[src/rtl/add_functional_unit.sv]
// ADD execution unit: fixed-latency 8-bit adder, credit-throttled result queue, CDB broadcast.
// Define ADD_SAT_EN for an unsigned saturating add; default build wraps and drops the carry.
module add_functional_unit #(
    parameter int DATA_W    = 8,
    parameter int TAG_W     = 3,
    parameter int LATENCY   = 2,
    parameter int BUF_DEPTH = 2
) (
    input  logic              clk,
    input  logic              rst,
    input  logic              AR_Status,
    input  logic [DATA_W-1:0] ADD_Operand1,
    input  logic [DATA_W-1:0] ADD_Operand2,
    input  logic [TAG_W-1:0]  ADD_Tag_ip,
    output logic              ADD_Status,
    output logic              CDB_req,
    input  logic              CDB_grant,
    output logic [DATA_W-1:0] CDB_Data,
    output logic [TAG_W-1:0]  CDB_Tag,
    output logic              CDB_Vbit
);

    localparam int PTR_W = (BUF_DEPTH > 1) ? $clog2(BUF_DEPTH) : 1;
    localparam int CNT_W = $clog2(BUF_DEPTH + 1);
    localparam logic [PTR_W-1:0] PTR_LAST = PTR_W'(BUF_DEPTH - 1);
    localparam logic [CNT_W-1:0] CNT_FULL = CNT_W'(BUF_DEPTH);

    typedef struct packed {
        logic              v;
        logic [TAG_W-1:0]  tag;
        logic [DATA_W-1:0] data;
    } pipe_t;

    pipe_t             pipe_q [LATENCY];
    logic [DATA_W-1:0] q_data [BUF_DEPTH];
    logic [TAG_W-1:0]  q_tag  [BUF_DEPTH];
    logic [PTR_W-1:0]  wr_ptr;
    logic [PTR_W-1:0]  rd_ptr;
    logic [CNT_W-1:0]  count;
    logic [CNT_W-1:0]  credits;

    logic              issue;
    logic              push;
    logic              pop;
    logic [DATA_W-1:0] sum;

    function automatic logic [PTR_W-1:0] ptr_next(input logic [PTR_W-1:0] p);
        return (p == PTR_LAST) ? '0 : p + 1'b1;
    endfunction

    // Status and request come straight from registers, so the
    // station never sees a combinational loop through AR_Status.
    assign ADD_Status = (credits == '0);
    assign CDB_req    = (count != '0);
    assign CDB_Vbit   = CDB_req & CDB_grant;
    assign CDB_Data   = CDB_req ? q_data[rd_ptr] : '0;
    assign CDB_Tag    = CDB_req ? q_tag[rd_ptr]  : '0;

    assign issue = AR_Status & ~ADD_Status;
    assign pop   = CDB_Vbit;
    assign push  = pipe_q[LATENCY-1].v;

`ifdef ADD_SAT_EN
    logic [DATA_W:0] sum_wide;

    always_comb begin
        sum_wide = {1'b0, ADD_Operand1} + {1'b0, ADD_Operand2};
        sum      = sum_wide[DATA_W] ? '1 : sum_wide[DATA_W-1:0];
    end
`else
    always_comb begin
        sum = ADD_Operand1 + ADD_Operand2;
    end
`endif

    // Pipeline never stalls: credits reserve a queue slot per op.
    always_ff @(posedge clk or posedge rst) begin
        if (rst) begin
            for (int i = 0; i < LATENCY; i++) begin
                pipe_q[i] <= '0;
            end
        end else begin
            pipe_q[0].v <= issue;
            if (issue) begin
                pipe_q[0].tag  <= ADD_Tag_ip;
                pipe_q[0].data <= sum;
            end
            for (int i = 1; i < LATENCY; i++) begin
                pipe_q[i] <= pipe_q[i-1];
            end
        end
    end

    always_ff @(posedge clk) begin
        if (push) begin
            q_data[wr_ptr] <= pipe_q[LATENCY-1].data;
            q_tag[wr_ptr]  <= pipe_q[LATENCY-1].tag;
        end
    end

    always_ff @(posedge clk or posedge rst) begin
        if (rst) begin
            wr_ptr <= '0;
            rd_ptr <= '0;
            count  <= '0;
        end else begin
            if (push) begin
                wr_ptr <= ptr_next(wr_ptr);
            end
            if (pop) begin
                rd_ptr <= ptr_next(rd_ptr);
            end
            unique case (1'b1)
                (push & ~pop): count <= count + 1'b1;
                (pop & ~push): count <= count - 1'b1;
                default:       count <= count;
            endcase
        end
    end

    always_ff @(posedge clk or posedge rst) begin
        if (rst) begin
            credits <= CNT_FULL;
        end else begin
            unique case (1'b1)
                (issue & ~pop): credits <= credits - 1'b1;
                (pop & ~issue): credits <= credits + 1'b1;
                default:        credits <= credits;
            endcase
        end
    end

endmodule

[config.mk]
export PLATFORM = sky130hd
export DESIGN_NAME = add_functional_unit
export DESIGN_NICKNAME = d
export VERILOG_FILES = /design/src/rtl/add_functional_unit.sv
export SDC_FILE = /design/constraint.sdc
export NUM_CORES = 1
export LEC_CHECK = 0
export CAP_MARGIN = 40
export CORE_ASPECT_RATIO = 1.5
export CORE_MARGIN = 2
export CORE_UTILIZATION = 35
export DETAILED_ROUTE_END_ITERATION = 6
export HOLD_SLACK_MARGIN = 0.1
export PLACE_DENSITY = 0.7
export RECOVER_POWER = 25
export SYNTH_ARGS = -nofsm -noshare
export SYNTH_HDL_FRONTEND = slang
export SYNTH_SLANG_ARGS = --single-unit
[constraint.sdc]
create_clock -name clk -period 1.6 [get_ports clk]
set_clock_uncertainty 0.05 [all_clocks]
set_input_delay 0.32 -clock clk [delete_from_list [all_inputs] [get_ports clk]]
set_output_delay 0.32 -clock clk [all_outputs]
set_load 0.05 [all_outputs]
==> results.txt <==
----------------------------------------------------
[Outcome]
  Status ... finished, violations left
  Violations in the final reports ... negative setup slack

[CTS]
  CTS tree ... built
  Reg clk slew, reported paths ... 0.09 ns
  CTS H-Tree Depth ... 2
  Insertion delay to the later sink of the worst-skew pair ... 0.29 ns
  Clock buffer depth ... 2
  Clock buffer count from CTS ... 5
  Number of sinks handled by clock tree synthesis ... 52
  Clock tree root buffer cell ... sky130_fd_sc_hd__clkbuf_8

[Setup path]
  Slowest-stage cell, CP ... sky130_fd_sc_hd__dfrtp_1
  Cell type group with the largest total delay on the critical path ... flip-flops
  Worst Path Required ... 1.23 ns
  Sum of buffers and inverters on the critical path ... 2
  Endpoint type of the worst setup path ... primary output
  Max stage delay on crit path ... 0.42 ns
  Cells along the critical path ... buf_12 -> mux2i_2 -> nor2_1 -> buf_6
  Worst setup path startpoint ... rd_ptr
  Launching point of the worst reg2reg path ... count[0]
  Crit-path max FO ... 11
  WS Path Type ... register to primary output
  Arr. time, crit path ... 1.33 ns
  Startpoint type of the worst setup path ... register

[Layout]
  Number of inserted diodes ... 0
  Nets ... 272
  Fraction of final layout cells with drive strength greater than 1 ... 34.6%
  Post-synthesis to final-layout area growth ... 46.5%

[Logic synthesis]
  Synthesis-stage register bit count ... 52
  Synthesized instance count ... 172
  Portion of the post-synthesis area used by sequential elements ... 64.1%
  Cell type contributing the most total cell area after synthesis ... sky130_fd_sc_hd__dfrtp_1
  Syn. warnings ... 0
  Top area cells in the synthesized netlist ... sky130_fd_sc_hd__dfrtp_1 (33%), sky130_fd_sc_hd__edfxtp_1 (30%), sky130_fd_sc_hd__mux2i_1 (5.5%)
  Top cells by count, synth ... sky130_fd_sc_hd__dfrtp_1 (29), sky130_fd_sc_hd__edfxtp_1 (22), sky130_fd_sc_hd__nand2_1 (19), sky130_fd_sc_hd__nor2_1 (19), sky130_fd_sc_hd__mux2i_1 (12)
  Most frequently used flop master after synthesis ... sky130_fd_sc_hd__dfrtp_1
  Net count after synthesis ... 205
  Netlist Area Pre-Place ... 2200 um2
  EDFF count, synth ... 22
  Number of distinct library cells after synthesis ... 36
  Share of async-settable or async-resettable flops after synthesis ... 57.7%
  Post-Syn Area per Cell ... 12.8 um2
  Most used standard cell by instance count after synthesis ... sky130_fd_sc_hd__dfrtp_1
  Fraction of synthesized cell area taken by the top area cell type ... 33.0%

[Placement]
  Number of buffers added on ports ... 36
  Worst-case setup slack after placement ... -0.575 ns
  Weighted congestion at the end of routability-driven global placement ... 0.855
  Placed wire-length estimate ... 2840 um

[Drt]
  Antenna violation net count after detailed routing ... 0
  First-pass detailed-route iteration total ... 4
  Initial DRC count ... 22
  Wire length on met2 ... 2200 um
  Via count normalized by instance count ... 4.61
  Highest metal layer with signal wires ... met4
  Wl on met1 ... 1430 um
  Met3 WL ... 115 um
  Final Routed Wirelength ... 3790 um
  Total vias in the final route ... 1446
  Final routed DRC violation total ... 0
  Avg WL per Cell ... 12.1 um

[STA]
  Hold Vio Cnt, Final ... 0
  Timing-limited maximum frequency ... 589 MHz
  Final setup fails ... 13
  Final worst-path cycle share ... 106%
  Fin worst setup slack ... -0.0969 ns
  Time the final worst path needs with I/O delays and setup ... 1.70 ns
  Slew of the pin with the lowest slew margin ... 0.485 ns
  Accumulated negative setup slack ... -0.732 ns
  RSZ-0062 raised after global routing ... yes
  Worst rel slew slack ... 67.7%
  Final-report max-slew violation count ... 0

[Die]
  Die Height ... 101 um
  Die Area ... 6960 um2
  Die span in x ... 68.8 um
  Area of the core ... 6130 um2
  Total number of placement rows ... 35
  Initial core utilization ... 35.9%
  IO Pins ... 37

[Power and ir drop]
  Worst-case vdd ir drop ... 0.000593 V
  PD cells ... 1930 nW/um2
  Leak Pwr ... 0.00142 uW

[Global route]
  Maximum number of pins on one net before global-route repair ... 28
  Via count of the first global-routing pass ... 1430
  Initial antenna violation count ... 0
  Global-route wire length before repair ... 6180 um
  Overall fraction of global-route tracks in use ... 11.9%
  Residual overflow from global routing ... 0

[Hold path]
  Tightest Hold Check Type ... register to register
  Hold Crit Start ... pipe_q[23]

[Job]
  Max capacitance violation total ... 0

----------------------------------------------------
timing repair:
action | in CTS | in global routing
hold buffers | 0 | 0
hold endpoints to repair | 0 | 0
gates cloned | 1 | 0
setup buffers | 4 | 1
setup endpoints to repair | 19 | 19
pin swaps | 9 | 12
gates resized for setup | 36 | 24
per-layer routing:
layer	vias up	track usage, %
met1	682	12.7
met2	35	22.3
met5	-	0
met3	2	1.78
li1	727	-
met4	0	5.43
path summary, 6_finish.rpt:
check | to | slack [ns] | cells after the start
worst max-delay path | CDB_Data[7] | -0.1 | 4
worst min-delay path | push | 0.30 | 0
worst max register to register | count[1] | -0.01 | 8
worst min register to register | push | 0.30 | 0
max in group asynchronous | credits[1] | 0.73 | 3
min in group asynchronous | count[1] | 0.32 | 2
worst reg2reg max path: stages, from the launching register on:
cell,delay [ns]
sky130_fd_sc_hd__dfrtp_1,0.41
sky130_fd_sc_hd__nor2_4,0.20
sky130_fd_sc_hd__buf_6,0.13
sky130_fd_sc_hd__nor2b_4,0.04
sky130_fd_sc_hd__buf_6,0.13
sky130_fd_sc_hd__ha_4,0.15
sky130_fd_sc_hd__xnor2_2,0.13
sky130_fd_sc_hd__nor2_2,0.11
sky130_fd_sc_hd__xor2_1,0.17
per-stage QoR:
| stage | instance area [um2] | hold WS [ns] | instances | util, % | total power [uW] |
|---|---|---|---|---|---|
| 5_1_grt | 3230 | 0.327 | 314 | 52.6 | 6580 |
| 4_1_cts | 3150 | 0.153 | 314 | 51.4 | 6200 |
| 2_1_floorplan | 2230 | 0.281 | 172 | - | 3940 |
| 3_3_place_gp | 2860 | 0.284 | 302 | 46.6 | 4810 |
| 3_5_place_dp | 2860 | 0.287 | 302 | 46.6 | 4880 |
| 6_report | 3230 | 0.304 | 314 | 52.6 | 6220 |
area by class of cell:
| cell class | count | area [um2] |
|---|---|---|
| fillers | 546 | 2910 |
| flip-flops and latches | 52 | 1410 |
| multi-input cells | 108 | 901 |
| repair buffers | 64 | 666 |
| well taps | 74 | 92.6 |
| clock buffers | 6 | 82.6 |
| clock inverters | 2 | 38.8 |
| inverters | 8 | 32.5 |
cell usage in the layout (no fill, tap or decap), drive strengths merged, types with 7 or more instances in the layout:
cell type      instances
xor2                   7
ha                     9
clkdlybuf4s50         10
clkbuf                 9
nand2                 19
nor2                  19
edfxtp                22
buf                   41
dfrtp                 29
inv                    8
mux2i                 12
o21ai                  8
cells by family (layout without fill, tap and decap cells):
| kind of cell | Yosys count | count (layout) | synth area share (%) |
|---|---|---|---|
| AOI/OAI and AO/OA | 23 | 23 | 7.10 |
| xor gates and xnor gates | 10 | 10 | 3.98 |
| adders and majority gates | 10 | 10 | 6.02 |
| buffers and inverters | 12 | 80 | 2.27 |
| DFF | 52 | 52 | 64.1 |
| muxes | 12 | 12 | 5.45 |
| and+or+nand+nor | 53 | 53 | 11.0 |
registers in the layout, summed over array words and instances, names as in the netlist:
register	flops
push	1
credits	2
pipe_q	23
q_data	16
rd_ptr	1
wr_ptr	1
count	2
q_tag	6
power by group:
part	internal (uW)	switching (uW)
Clock	511	385
Combinational	1340	1650
Sequential	2050	276
Total	3900	2320
(Power assumes the default switching activity.)
